==> src/rtl/uart_pkg.sv <==
// Shared types and helpers for the UART blocks (receiver here, transmitter on the far end).
package uart_pkg;

    // Receiver FSM states; also driven out on the debug state port.
    typedef enum logic [1:0] {
        IDLE  = 2'd0,
        START = 2'd1,
        DATA  = 2'd2,
        STOP  = 2'd3
    } uart_rx_state_t;

    // Sample indices (within a 16-sample bit) whose majority decides the bit value.
    localparam int MAJ_SAMPLE_LO = 7;
    localparam int MAJ_SAMPLE_HI = 9;

    // Clocks per oversample tick, rounded to nearest.
    function automatic int uart_div(input int clock_freq, input int baud, input int os);
        return (clock_freq + (baud * os) / 2) / (baud * os);
    endfunction

endpackage

==> src/rtl/uart_baud_tick.sv <==
// Oversample tick generator: one-clock o_tick every DIV clocks, restartable so the
// tick phase can be aligned to a detected start edge.
module uart_baud_tick #(
    parameter int DIV = 326
) (
    input  logic i_clock,
    input  logic i_reset,
    input  logic i_restart,
    output logic o_tick
);

    localparam int CW = (DIV > 1) ? $clog2(DIV) : 1;

    logic [CW-1:0] r_cnt;
    logic          w_wrap;

    assign w_wrap = (r_cnt == CW'(DIV - 1));

    // Free-running divider; restart forces phase 0 so the first tick lands DIV clocks later.
    always_ff @(posedge i_clock) begin
        if (i_reset || i_restart) begin
            r_cnt <= '0;
        end else if (w_wrap) begin
            r_cnt <= '0;
        end else begin
            r_cnt <= r_cnt + 1'b1;
        end
    end

    assign o_tick = w_wrap && !i_restart;

endmodule

==> src/rtl/uart_rx_os16.sv <==
// 16x-oversampled UART receiver, LSB first, one stop bit. Bits are decided by a
// 3-of-samples majority (7,8,9). Received bytes are offered through a holding register.
//
// Handshake: o_rx_valid rises with a byte in o_rx_data and stays high, with o_rx_data
// stable, until a clock where i_rx_ready is also high; that clock transfers the byte.
// A byte completing on the transfer clock replaces it without a gap; a byte completing
// while the register is full and not being taken is dropped and flagged by o_overrun.
module uart_rx_os16
    import uart_pkg::*;
#(
    parameter int CLOCK_FREQ = 50_000_000,
    parameter int BAUD_RATE  = 9600,
    parameter int DATA_BITS  = 8,
    parameter int OVERSAMPLE = 16
) (
    input  logic                 i_clock,
    input  logic                 i_reset,
    input  logic                 i_rx,
    output logic [DATA_BITS-1:0] o_rx_data,
    output logic                 o_rx_valid,
    input  logic                 i_rx_ready,
    output logic                 o_frame_err,
    output logic                 o_break_det,
    output logic                 o_overrun,
    output logic                 o_busy,
    output uart_rx_state_t       o_state
);

    localparam int DIV = uart_div(CLOCK_FREQ, BAUD_RATE, OVERSAMPLE);
    localparam int BW  = $clog2(DATA_BITS);

    // Synchronizer, edge detect and arming
    logic                 r_sync1;
    logic                 r_rx_s;
    logic                 r_rx_d;
    logic [1:0]           r_fill;
    logic                 r_armed;
    logic                 w_fall;
    logic                 w_start;

    // Sampling
    logic                 w_tick;
    logic [3:0]           r_sample_cnt;
    logic [3:0]           w_idx;
    logic                 r_s7;
    logic                 r_s8;
    logic                 w_maj;
    logic                 w_decide;

    // FSM and datapath
    uart_rx_state_t       r_state;
    uart_rx_state_t       w_next_state;
    logic [BW-1:0]        r_bit_cnt;
    logic [DATA_BITS-1:0] r_shreg;
    logic [DATA_BITS-1:0] r_data;
    logic                 r_valid;
    logic                 r_ferr;
    logic                 r_brk;
    logic                 r_ovr;

    // FSM output decodes
    logic                 w_shift;
    logic                 w_push;
    logic                 w_ovr;
    logic                 w_ferr;
    logic                 w_brk;
    logic                 w_busy;

    // Two-flop synchronizer plus one delay flop for falling-edge detection; idle-high reset.
    always_ff @(posedge i_clock) begin
        if (i_reset) begin
            r_sync1 <= 1'b1;
            r_rx_s  <= 1'b1;
            r_rx_d  <= 1'b1;
        end else begin
            r_sync1 <= i_rx;
            r_rx_s  <= r_sync1;
            r_rx_d  <= r_rx_s;
        end
    end

    // Marks when r_rx_s carries real line data rather than its reset value, so a line
    // held low across reset never looks like a high-then-low start edge.
    always_ff @(posedge i_clock) begin
        if (i_reset) begin
            r_fill <= 2'b00;
        end else begin
            r_fill <= {r_fill[0], 1'b1};
        end
    end

    // Start edges are accepted only after the line has been seen high while idle.
    always_ff @(posedge i_clock) begin
        if (i_reset) begin
            r_armed <= 1'b0;
        end else if (w_brk) begin
            r_armed <= 1'b0;
        end else if (r_state == IDLE && r_rx_s && r_fill[1]) begin
            r_armed <= 1'b1;
        end
    end

    assign w_fall  = r_rx_d && !r_rx_s;
    assign w_start = (r_state == IDLE) && r_armed && w_fall;

    uart_baud_tick #(
        .DIV(DIV)
    ) u_baud_tick (
        .i_clock  (i_clock),
        .i_reset  (i_reset),
        .i_restart(w_start),
        .o_tick   (w_tick)
    );

    // The start edge is sample 0; each tick completes the next sample, wrapping per bit.
    assign w_idx = r_sample_cnt + 4'd1;

    // Sample counter aligned to the start edge.
    always_ff @(posedge i_clock) begin
        if (i_reset || w_start) begin
            r_sample_cnt <= 4'd0;
        end else if (w_tick) begin
            r_sample_cnt <= w_idx;
        end
    end

    // Capture the first two majority samples; the third is the live line at the decision.
    always_ff @(posedge i_clock) begin
        if (i_reset) begin
            r_s7 <= 1'b1;
            r_s8 <= 1'b1;
        end else if (w_tick) begin
            if (w_idx == 4'(MAJ_SAMPLE_LO)) begin
                r_s7 <= r_rx_s;
            end
            if (w_idx == 4'(MAJ_SAMPLE_LO + 1)) begin
                r_s8 <= r_rx_s;
            end
        end
    end

    assign w_maj    = (r_s7 & r_s8) | (r_s7 & r_rx_s) | (r_s8 & r_rx_s);
    assign w_decide = w_tick && (w_idx == 4'(MAJ_SAMPLE_HI)) && (r_state != IDLE);

    // FSM state register.
    always_ff @(posedge i_clock) begin
        if (i_reset) begin
            r_state <= IDLE;
        end else begin
            r_state <= w_next_state;
        end
    end

    // FSM next-state logic; every bit decision happens on the sample-9 tick.
    always_comb begin
        w_next_state = r_state;
        case (r_state)
            IDLE: begin
                if (w_start) begin
                    w_next_state = START;
                end
            end
            START: begin
                if (w_decide) begin
                    w_next_state = w_maj ? IDLE : DATA;
                end
            end
            DATA: begin
                if (w_decide && r_bit_cnt == BW'(DATA_BITS - 1)) begin
                    w_next_state = STOP;
                end
            end
            STOP: begin
                if (w_decide) begin
                    w_next_state = IDLE;
                end
            end
            default: w_next_state = IDLE;
        endcase
    end

    // FSM output decodes: shift strobe and the stop-bit outcome strobes.
    always_comb begin
        w_shift = 1'b0;
        w_push  = 1'b0;
        w_ovr   = 1'b0;
        w_ferr  = 1'b0;
        w_brk   = 1'b0;
        w_busy  = (r_state != IDLE);
        case (r_state)
            DATA: begin
                w_shift = w_decide;
            end
            STOP: begin
                if (w_decide) begin
                    if (w_maj) begin
                        w_push = !r_valid || i_rx_ready;
                        w_ovr  = r_valid && !i_rx_ready;
                    end else begin
                        w_ferr = 1'b1;
                        w_brk  = (r_shreg == '0);
                    end
                end
            end
            default: begin
            end
        endcase
    end

    // Data-bit counter and LSB-first shift register.
    always_ff @(posedge i_clock) begin
        if (i_reset) begin
            r_bit_cnt <= '0;
            r_shreg   <= '0;
        end else if (w_start) begin
            r_bit_cnt <= '0;
        end else if (w_shift) begin
            r_bit_cnt <= r_bit_cnt + 1'b1;
            r_shreg   <= {w_maj, r_shreg[DATA_BITS-1:1]};
        end
    end

    // Holding register: load on a good stop bit, release on transfer.
    always_ff @(posedge i_clock) begin
        if (i_reset) begin
            r_data  <= '0;
            r_valid <= 1'b0;
        end else if (w_push) begin
            r_data  <= r_shreg;
            r_valid <= 1'b1;
        end else if (r_valid && i_rx_ready) begin
            r_valid <= 1'b0;
        end
    end

    // Registered one-clock status pulses.
    always_ff @(posedge i_clock) begin
        if (i_reset) begin
            r_ferr <= 1'b0;
            r_brk  <= 1'b0;
            r_ovr  <= 1'b0;
        end else begin
            r_ferr <= w_ferr;
            r_brk  <= w_brk;
            r_ovr  <= w_ovr;
        end
    end

    assign o_rx_data   = r_data;
    assign o_rx_valid  = r_valid;
    assign o_frame_err = r_ferr;
    assign o_break_det = r_brk;
    assign o_overrun   = r_ovr;
    assign o_busy      = w_busy;
    assign o_state     = r_state;

endmodule
==> config.mk <==
export PLATFORM = sky130hd
export DESIGN_NAME = uart_rx_os16
export DESIGN_NICKNAME = d
export VERILOG_FILES = /design/src/rtl/uart_pkg.sv /design/src/rtl/uart_baud_tick.sv /design/src/rtl/uart_rx_os16.sv
export SDC_FILE = /design/constraint.sdc
export NUM_CORES = 1
export LEC_CHECK = 0
export CORE_MARGIN = 1
export CORE_UTILIZATION = 50
export CTS_CLUSTER_SIZE = 10
export DETAILED_ROUTE_END_ITERATION = 7
export PLACE_DENSITY = 0.74
export SLEW_MARGIN = 20
export SYNTH_ARGS = -nofsm -noshare
export SYNTH_HDL_FRONTEND = slang
export SYNTH_SLANG_ARGS = --single-unit
export TNS_END_PERCENT = 50
==> constraint.sdc <==
create_clock -name i_clock -period 1.7 [get_ports i_clock]
set_clock_uncertainty 0.2 [all_clocks]
set_input_delay 0.255 -clock i_clock [delete_from_list [all_inputs] [get_ports i_clock]]
set_output_delay 0.255 -clock i_clock [all_outputs]
set_load 0.03 [all_outputs]
* Word-level counts from Yosys, hierarchy flattened
Index checks and enable logic that the tools add are counted.
** Operators by class
- $add $sub $neg :: 3
- Multiply operators :: 0
- Divide/modulo/power cells :: 0
- Order comparisons :: 0
- Eq/ne operators :: 12
- Shift-type cells :: 0
- Mux-type cells :: 17
- Bitwise logic cells :: 9
- Reductions and logical operators :: 30
** Operator list (count)
- $logic_and A1 B1 Y1 :: 11
- $mux W1 :: 11
- $mux W2 :: 5
- $add A9 B1 Y9 const B :: 1
- $eq A9 B9 Y1 const B :: 1
- $eq A4 B4 Y1 const B :: 2
- $logic_not A8 Y1 :: 1
- $pmux W2 S4 :: 1
- $ne A2 B2 Y1 const B :: 3
- $reduce_and A2 Y1 :: 3
- $reduce_or A2 Y1 :: 3
- $add A4 B1 Y4 const B :: 1
- $eq A2 B2 Y1 const B :: 2
- $eq A4 B3 Y1 const B :: 1
- $logic_not A1 Y1 :: 4
- $not A1 Y1 :: 4
- $reduce_and A4 Y1 :: 1
- $reduce_bool A2 Y1 :: 2
- $reduce_or A4 Y1 :: 1
- $add A3 B1 Y3 const B :: 1
- $and A1 B1 Y1 :: 3
- $eq A3 B3 Y1 const B :: 1
- $reduce_or A3 Y1 :: 1
- $eq A2 B1 Y1 const B :: 1
- 4 further kinds :: 6
** Word-level totals
- Register bits :: 46
- Bits in latches :: 0
- Memory bits (writable) :: 0
- Bits in read-only memories :: 0
- Input port bits :: 4
- Output and inout bits :: 15
- Word-level logic and storage cells :: 89
- Memories :: 0

* Logic depth before layout (Yosys ltp)
Gate-level depths: netlist of run 1.
- Depth in word-level cells :: 10
- Gate-level depth with buffers :: 7
- Depth with buffers taken out :: 7

* Modules after synthesis
A second synthesis of run 1 with hierarchy kept.
** Unflattened totals
- Cells, all modules :: 208
- Area total of the unflattened synthesis :: 1993.2 sq um
** By module, submodules not included
- uart_rx_os16 :: instances 1, cells each 163, area an instance 1562.7 sq um, sequential area each 740.7 sq um
- uart_baud_tick :: instances 1, cells each 45, area an instance 430.4 sq um, sequential area each 180.2 sq um

* Worst setup path after synthesis of run 1
Ideal clock, no wire load.
- Path type :: reg2reg
- Start :: register r_sample_cnt[1]
- End :: register r_data[1], in the netlist o_rx_data[1]
- Setup time :: 72 ps
- Data arrival time :: 1650 ps
- Data required time :: 1428 ps
- Path slack :: -222 ps
- Stages on the path, launching flop included :: 8
- Buffers on the path :: 1
- Cell sequence :: dfxtp_1 ha_1 nand2_1 nor3_1 a21oi_2 nor4b_4 buf_6 mux2i_1
** On the way
- Cells in the longest elaborated chain, start to end :: 6
** Ends and longest elaborated chain
- start: declaration :: line uart_rx_os16.sv:43 : logic [3:0] r_sample_cnt;
- start signal: assignment :: line uart_rx_os16.sv:123 : r_sample_cnt <= w_idx;
- $add A4 B1 Y4 :: line uart_rx_os16.sv:116 : assign w_idx = r_sample_cnt + 4'd1;
- $eq A4 B4 Y1 :: line uart_rx_os16.sv:143 : assign w_decide = w_tick && (w_idx == 4'(MAJ_SAMPLE_HI)) && (r_state != IDLE);
- $logic_and A1 B1 Y1 (2 in series) :: line uart_rx_os16.sv:143
- $mux W1 :: line uart_rx_os16.sv:195 : if (w_decide) begin
- $mux W1 :: line uart_rx_os16.sv:190 : case (r_state)
- end signal: assignment :: line uart_rx_os16.sv:229 : r_data <= r_shreg;
- end: declaration :: line uart_rx_os16.sv:55 : logic [DATA_BITS-1:0] r_data;
Every way passes these cells.
A chain may end at the register's enable or synchronous reset.

* Worst setup path in the final report of run 1
- Start :: register u_baud_tick.r_cnt[5]
- End :: register r_data[0], in the netlist o_rx_data[0]
** On the way
- Cells in the longest elaborated chain, start to end :: 6
** Ends and longest elaborated chain
- start: declaration :: line uart_baud_tick.sv:14 : logic [CW-1:0] r_cnt;
- start signal: assignment :: line uart_baud_tick.sv:26 : r_cnt <= r_cnt + 1'b1;
- $eq A9 B9 Y1 :: line uart_baud_tick.sv:17 : assign w_wrap = (r_cnt == CW'(DIV - 1));
- $logic_and A1 B1 Y1 :: line uart_baud_tick.sv:30 : assign o_tick = w_wrap && !i_restart;
- $logic_and A1 B1 Y1 (2 in series) :: line uart_rx_os16.sv:143
- $mux W1 :: line uart_rx_os16.sv:195
- $mux W1 :: line uart_rx_os16.sv:190
Every way passes these cells.

==> results of run 1 <==
-- placed cells by master, fill, tap and decap left out, types with 2 or more instances in the layout --
cell	n
mux2i_1	16
inv_1	6
dlygate4sd2_1	14
clkbuf_8	5
a311oi_1	2
nand2_4	3
a21oi_1	4
or2_2	2
ha_1	5
xnor2_1	2
nand3_2	4
nor2b_1	4
buf_12	2
clkinvlp_4	2
or3_4	2
nand3_1	7
dfxtp_2	9
dfxtp_1	37
xor2_1	7
nor4_2	2
o21ai_2	3
a21oi_2	4
nor3_2	2
a41oi_1	2
and3_1	3
buf_6	7
nand2_1	31
buf_4	41
clkdlybuf4s50_1	3
nor2_1	17
nor4_1	3
ha_4	2
-- critical path, stage by stage (launching register included) --
cell	delay (ps)
dfxtp_2	330
or2_4	250
or3_4	400
nor4b_4	280
buf_12	180
mux2i_1	180
-- kinds of logic after synthesis --
group | count (synthesis) | synth area share
and+or+nand+nor | 95 | 0.2502
xor gates and xnor gates | 9 | 0.03940
buffers and inverters | 11 | 0.02439
DFF | 46 | 0.4603
adders and majority gates | 9 | 0.05504
muxes | 17 | 0.08568
AOI/OAI and AO/OA | 23 | 0.08506
-- metal layers --
| layer | routed length (um) | vias up |
|---|---|---|
| met5 | 0 | - |
| met1 | 1974 | 811 |
| met3 | 191 | 11 |
| met2 | 2369 | 36 |
| met4 | 142 | 0 |
| li1 | - | 874 |
-- metrics by stage --
step	instances	utilization	setup slack (ps)	hold WS, ps
after floorplan	210	-	-128.1	158.6
after global placement	317	0.6992	-121.9	203.1
after detailed placement	317	0.6992	-195.8	199.1
after CTS	327	0.7423	-209.1	228.3
after global routing	330	0.7714	-281.1	246.3
final	330	0.7714	-189.2	219.8
-- layout make-up --
cell class / count / share of cell area
Tap cell: 48 / 0.02080
Sequential cell: 46 / 0.3228
Clock buffer: 5 / 0.02383
Timing Repair Buffer: 68 / 0.2045
Multi-Input combinational cell: 153 / 0.4107
Inverter: 7 / 0.009099
Clock inverter: 3 / 0.008232
-- timing repair --
item | 4_1_cts | 5_1_grt
hold endpoints to repair | 0 | 0
endpoints found under the setup margin | 54 | 41
pin swaps | 6 | 16
gates resized for setup | 35 | 23
setup buffers | 2 | 4
gates cloned | 0 | 0
-- state kept, by name, summed over array words and instances (netlist names), 2 cells and up, named ones only --
signal             flops
r_sample_cnt           4
u_baud_tick.r_cnt      9
r_fill                 2
o_rx_data              8
r_bit_cnt              3
r_shreg                8
-- power by group --
| group | internal [W] | switching [W] |
|---|---|---|
| registers | 0.00109 | 0.00000916 |
| logic | 0.0000452 | 0.0000481 |
| clock network | 0.000294 | 0.000390 |
-- worst paths after layout --
path | startpoint | endpoint
worst min-delay path | r_sync1 | r_rx_s
worst max register to register | u_baud_tick.r_cnt[5] | o_rx_data[0]
worst min register to register | r_sync1 | r_rx_s
worst max-delay path | u_baud_tick.r_cnt[5] | o_rx_data[0]
==> results_dict.tcl, run 1 <==
set metrics [dict create \
    synth_most_common_cell "dfxtp_1" \
    clockBufferDepth 2 \
    powerDensity_mw_per_mm2 650.2 \
    cts_buffers 5 \
    finalMaxSlewViolations 0 \
    area_growth_pct 44.34 \
    setup_tns_ps -3054 \
    p_leak_nw 1.247 \
    vdd_drop_max_mv 0.6632 \
    cts-htree-levels 2 \
    grt_pass1_wl_um 7514 \
    syn_area_mm2 0.002001 \
    syn_avg_cell_area_um2 9.527 \
    initial_utilization 0.5344 \
    setup_viol 28 \
    drc 0 \
    seq_area_um2 932.1 \
    clk_pin_slew_ps 90 \
    grt_use_total 0.2343 \
    cts_hold_buf 0 \
    place_hpwl_um 3027 \
    rsz0062_at_grt "true" \
    maxSlewHeadroom 0.7578 \
    fmax_mhz 529.3 \
    drive_gt1_frac 0.3794 \
    wl_per_cell_um 14.17 \
    pin_count 19 \
    cts-root-buf "clkbuf_8" \
    cts.sink_count 46 \
    drt_iter0_markers 82 \
    setup_ws_ps -189.2 \
    crit_type "flip-flop to flip-flop" \
    use_met2 0.4008 \
    viasPerCell 5.248 \
    fin_nets 293 \
    failed_checks "setup timing" \
    period_minus_slack_ps 1889 \
    synth-seq-cells 46 \
    final_area_mm2 0.002888 \
    async_reset_ff_frac 0 \
    synth-edff-count 0 \
    status "finished with violations" \
    drv_cap 0 \
    antenna_found_initial 0 \
    final_hold_viol_count 0 \
    synth_cell_type_count 40 \
    vias 1732 \
    firstDrtPassIters 4 \
    crit_arrival_ps 1930 \
    tightest_slew_ps 362.4 \
    yosys.area.top_type "dfxtp_1" \
    dpl-instance-area_mm2 0.002618 \
    hp-class "flip-flop to flip-flop" \
    fp.coreArea_mm2 0.003744 \
    syn_inst 210 \
    grt_max_degree 17 \
    startpoint_type "flip-flop" \
    synthFlopType "dfxtp_1" \
    clock_latency_ps 310 \
    finalCritPeriodShare 1.111 \
    yosys.area.top_type_share 0.4603 \
    chipWidth_um 65.26 \
    overflow 0 \
    cts_tree "built" \
    antennaDiodeCount 0 \
    yosys-top-cells-area "dfxtp_1 (46%), mux2i_1 (8.0%), nand2_1 (6.6%)" \
    die_area_mm2 0.004258 \
    routabilityCongestion 0.7907 \
    crit_path_max_fanout 8 \
    postRouteAntennaNets 0 \
    ys_top_cells_by_count "dfxtp_1 (46), nand2_1 (35), nor2_1 (18)" \
    min_path_cells 1 \
    std_cell_rows 22 \
    worstPathRequired_ps 1740 \
    multiInputGateArea_mm2 0.001186 \
    rr_worst_depth 5 \
    grt_busiest_layer "met2" \
    routed_wl_um 4677 \
    use_met3 0.04688 \
    place.port_buffers 18 \
    ff2ff_setup_slack_ps -190 \
    n_fill_cell 254 \
    synth_fp_nets 222 \
    ys_seq_area_frac 0.4603 \
    cp-end-kind "flip-flop" \
    grt_use_met1 0.2809 \
    synth.yosys.warnings 0 \
    grt_pass1_vias 1663 \
    p_total_w 0.001878 \
    die_y_um 65.26 \
]
Power figures use the tool's default switching activity.
==> run 2: changes to the inputs <==
CORE_UTILIZATION = 60   (was 50)
PLACE_DENSITY = 0.83   (was 0.74)
SYNTH_HIERARCHICAL = 1   (was unset)
clock period = 2.2 ns   (was 1.7 ns; I/O delays follow)
==> run 2 against run 1 <==
The run still ends with setup timing left. Die area shrank 16%. Register-to-register slack gained 150 ps. Combinational power shrank 33%. Maximum frequency shrank 16%.
==> results_dict.tcl, run 2 <==
set metrics [dict create \
    cts-htree-levels 2 \
    cp-startpoint "u_baud_tick/r_cnt[1]" \
    pin_count 19 \
    cts-root-buf "clkbuf_4" \
    clk_pin_slew_ps 140 \
    fp.coreArea_mm2 0.003103 \
    fmax_mhz 446.4 \
    die_area_mm2 0.003556 \
    synth_cell_type_count 44 \
    drv_cap 0 \
    grt_pass1_wl_um 6755 \
    vias 1654 \
    crit_arrival_ps 2340 \
    synthFlopType "dfxtp_1" \
    cp_top_family "simple AND/OR/NAND/NOR gates" \
    chipWidth_um 59.64 \
    cts_buffers 5 \
    cts_tree "built" \
    syn_area_mm2 0.001993 \
    place_hpwl_um 2890 \
    syn_avg_cell_area_um2 9.583 \
    routabilityCongestion 0.8132 \
    wl_per_cell_um 16.66 \
    finalCritPeriodShare 1.018 \
    failed_checks "setup timing" \
    crit_slowest_cell "or3_1" \
    cp-end-kind "flip-flop" \
    std_cell_rows 20 \
    overflow 0 \
    synth.yosys.warnings 6 \
    r2r_start "u_baud_tick/r_cnt[1]" \
    drive_gt1_frac 0.2385 \
    p_total_w 0.001330 \
    synth-seq-cells 46 \
    grt_pass1_vias 1556 \
    area_growth_pct 25.05 \
    syn_inst 208 \
    firstDrtPassIters 4 \
    slowest_delay_ps 420 \
    tightest_slew_ps 703.5 \
    grt_use_total 0.2642 \
    final_area_mm2 0.002492 \
    final_cell_mix "dfxtp_1 (42), nand2_1 (27), clkdlybuf4s50_1 (18)" \
    routed_wl_um 4716 \
    ys_seq_area_frac 0.4620 \
    p_leak_nw 0.9446 \
    maxSlewHeadroom 0.5305 \
    crit_type "flip-flop to flip-flop" \
    yosys.area.top_type_share 0.4620 \
    final_hold_viol_count 0 \
    synth_fp_nets 220 \
    finalMaxSlewViolations 0 \
    holdCritStartpoint "r_sync1" \
    synth-edff-count 0 \
    setup_ws_ps -40.17 \
    path_cells "inv_2 -> ha_4 -> nor4bb_4 -> nand2_1 -> nor2_2 -> buf_4 -> a41oi_4 -> or3_1 -> a21oi_1" \
    vdd_drop_max_mv 0.4253 \
    postRouteAntennaNets 0 \
    powerDensity_mw_per_mm2 533.6 \
    setup_tns_ps -158.1 \
    ys_top_cells_by_count "dfxtp_1 (46), nand2_1 (28), mux2i_1 (17)" \
    drt_iter0_markers 67 \
    hp-class "flip-flop to flip-flop" \
    die_y_um 59.64 \
    async_reset_ff_frac 0 \
    dpl-instance-area_mm2 0.002270 \
    startpoint_type "flip-flop" \
    grt_max_degree 21 \
    setup_viol 7 \
    worstPathRequired_ps 2300 \
    worst-path-buf-inv 2 \
    crit_path_max_fanout 9 \
    layout_commonest_cell "dfxtp_1" \
    post-route-util 0.8032 \
    drc 0 \
    largest_reg_flops 9 \
    regMostFlops "u_baud_tick/r_cnt" \
    cts.sink_count 46 \
    viasPerCell 5.845 \
    place.port_buffers 18 \
    yosys-top-cells-area "dfxtp_1 (46%), mux2i_1 (8.5%), nand2_1 (5.3%)" \
    antenna_found_initial 0 \
    status "finished with violations" \
    clock_latency_ps 380 \
    yosys.area.top_type "dfxtp_1" \
    initial_utilization 0.6423 \
    synth_most_common_cell "dfxtp_1" \
    rsz0062_at_grt "true" \
    pre_cts_slack_ps -4.246 \
    period_minus_slack_ps 2240 \
    antennaDiodeCount 0 \
    clockBufferDepth 2 \
    fin_nets 250 \
]
## run 2: routing by layer
layer  global-route usage  up-vias  share of wire
li1                     -      788              -
met1               0.2830      795           0.42
met2               0.4655       49           0.50
met3              0.06987       22          0.038
met4               0.1528        0          0.046
met5                    0        -              0
## run 2: worst paths after layout
check / end / slack (ps) / cells past startpoint
max: r_bit_cnt[0] / -40 / 9
min reg2reg: r_rx_s / 230 / 1
max reg2reg: r_bit_cnt[0] / -40 / 9
min: r_rx_s / 230 / 1
## run 2: through the flow
step,instances,hold slack (ps)
detailed placement,270,198.5
global placement,270,203.4
CTS,282,233.6
finish,283,231.9
floorplan,208,189.5
global route,283,247.1
## run 2: where the power goes
| part | internal (W) | total, W | switching, W |
|---|---|---|---|
| combinational | 0.0000281 | 0.0000623 | 0.0000342 |
| clock | 0.000125 | 0.000415 | 0.000290 |
| sequential | 0.000844 | 0.000853 | 0.00000824 |
## run 2: layout make-up
cell class | count | area [um^2]
Clock buffer | 5 | 37.54
Fill cell | 201 | 610.6
Multi-Input combinational cell | 146 | 1135
Inverter | 8 | 30.03
Timing Repair Buffer | 31 | 285.3
Sequential cell | 46 | 928.4
Clock inverter | 3 | 21.27
Tap cell | 44 | 55.05
## run 2: cells by family (layout without fill, tap and decap cells)
| logic type | count (synthesis) | after routing | share of synthesized area |
|---|---|---|---|
| simple gates | 81 | 82 | 0.2147 |
| flops | 46 | 46 | 0.4620 |
| compound gates | 32 | 32 | 0.1117 |
| mux | 17 | 17 | 0.08537 |
| buf+inv | 17 | 47 | 0.04457 |
| fa+ha+maj | 9 | 9 | 0.05524 |
| xor+xnor | 6 | 6 | 0.02637 |
## run 2: worst register-to-register path, stage by stage, from the launching register on
cell and delay, ps:
dfxtp_2 360, inv_2 60, ha_4 110, nor4bb_4 200, nand2_1 110, nor2_2 140
buf_4 210, a41oi_4 190, or3_1 420, a21oi_1 180
## run 2: repair_timing
item	CTS	global route
resized for setup	5	19
hold buffers	0	0
gates cloned	1	0
pin swaps	3	3
setup endpoints to repair	21	26
buffers inserted	3	1
==> run 3: changes to the inputs <==
PLACE_DENSITY = unset   (was 0.83)
PLACE_DENSITY_LB_ADDON = 0.1   (was unset)
==> run 3 against run 2 <==
The flow now finishes without violations. Global-route usage shrank 1.7 points. Sequential power is essentially flat. Core utilization shrank 1.1 points. Clock power shrank 12%. Register-to-register slack gained 40 ps. Final cell count shrank 0.35%. Critical path depth grew 1. Wire length shrank 15%. Power shrank 4.1%. Critical path type unchanged.
==> results_dict.tcl, run 3 (same netlist as run 2, synthesis figures left out) <==
set metrics [dict create \
    cts_tree "built" \
    layout_commonest_cell "dfxtp_1" \
    crit_type "flip-flop to flip-flop" \
    status "finished clean" \
    finalMaxSlewViolations 0 \
    period_minus_slack_ps 2200 \
    drc 0 \
    r2r_start "u_baud_tick/r_cnt[1]" \
    tightest_slew_ps 449.5 \
    fp.coreArea_mm2 0.003103 \
    drt_iter0_markers 59 \
    place_hpwl_um 2701 \
    crit_arrival_ps 2300 \
    rsz0062_at_grt "true" \
    hp-class "flip-flop to flip-flop" \
    initial_utilization 0.6423 \
    drv_cap 0 \
    antenna_found_initial 0 \
    clockBufferDepth 2 \
    final_cell_mix "dfxtp_1 (42), nand2_1 (27), clkdlybuf4s50_1 (18)" \
    die_y_um 59.64 \
    setup_tns_ps 0 \
    std_cell_rows 20 \
    vias 1583 \
    clk_pin_slew_ps 120 \
    pin_count 19 \
    drive_gt1_frac 0.2269 \
    crit_path_max_fanout 7 \
    grt_max_degree 18 \
    wl_per_cell_um 14.22 \
    cp-startpoint "u_baud_tick/r_cnt[1]" \
    fin_nets 250 \
    p_total_w 0.001275 \
    p_leak_nw 0.9618 \
    grt_pass1_vias 1498 \
    worstPathRequired_ps 2300 \
    routed_wl_um 4011 \
    finalCritPeriodShare 0.9998 \
    startpoint_type "flip-flop" \
    largest_reg_flops 9 \
    final_hold_viol_count 0 \
    maxSlewHeadroom 0.7003 \
    postRouteAntennaNets 0 \
    area_growth_pct 23.35 \
    routabilityCongestion 0.8198 \
    vdd_drop_max_mv 0.4025 \
    viasPerCell 5.613 \
    holdCritStartpoint "r_sync1" \
    powerDensity_mw_per_mm2 518.7 \
    antennaDiodeCount 0 \
    cts.sink_count 46 \
    fmax_mhz 454.6 \
    grt_use_total 0.2468 \
    cts_buffers 5 \
    firstDrtPassIters 4 \
    cp-end-kind "flip-flop" \
    regMostFlops "u_baud_tick/r_cnt" \
    chipWidth_um 59.64 \
    cts-root-buf "clkbuf_4" \
    overflow 0 \
    grt_pass1_wl_um 6423 \
    ff2ff_setup_slack_ps 0.5 \
    die_area_mm2 0.003556 \
    cts-htree-levels 2 \
    setup_viol 0 \
    place.port_buffers 18 \
    clock_latency_ps 360 \
]
## run 3: metrics by stage
stage                     hold WS [ps]  cell area (um^2)  setup WS [ps]  instances    util
after global routing             255.1              2459         -121.6        282  0.7923
final                            221.8              2459         0.4792        282  0.7923
after CTS                        223.2              2332          2.259        279  0.7516
after floorplan                  189.5              2028          2.761        208       -
after global placement           197.0              2270          82.92        270  0.7315
after detailed placement         196.4              2270         -39.86        270  0.7315
## run 3: worst paths after layout
check,cells past startpoint,end
max reg2reg,10,flip-flop
min,1,r_rx_s
max,10,flip-flop
min reg2reg,1,r_rx_s
## run 3: power by group
part           switching, W  internal (W)  total [W]
clock              0.000251      0.000115   0.000366
sequential       0.00000844      0.000844   0.000852
combinational     0.0000316     0.0000258  0.0000573
## run 3: layer usage
| layer | up-vias | wire [um] | track usage |
|---|---|---|---|
| met1 | 736 | 1722 | 0.2861 |
| met5 | - | 0 | 0 |
| li1 | 786 | - | - |
| met3 | 20 | 145 | 0.06987 |
| met2 | 41 | 2003 | 0.4141 |
| met4 | 0 | 138 | 0.1262 |
## run 3: final cells by class
type	count	area, um^2
Multi-Input combinational cell	146	1109
Timing Repair Buffer	31	289.0
Fill cell	210	644.4
Clock inverter	2	10.01
Sequential cell	46	928.4
Clock buffer	5	37.54
Tap cell	44	55.05
Inverter	8	30.03
## run 3: critical path: stages, from the launching register on
cell	delay, ps
dfxtp_2	350
inv_2	60
ha_4	110
nor4bb_4	200
nand2_1	100
nor2_2	150
nand2_2	80
nor3_4	200
a41oi_4	90
or4_4	470
a21oi_2	140
## run 3: timing repair
action	CTS	global route
pin swaps	0	3
hold buffers	0	0
cloned	0	1
endpoints found under the setup margin	8	24
buffers inserted	2	2
resized for setup	0	22
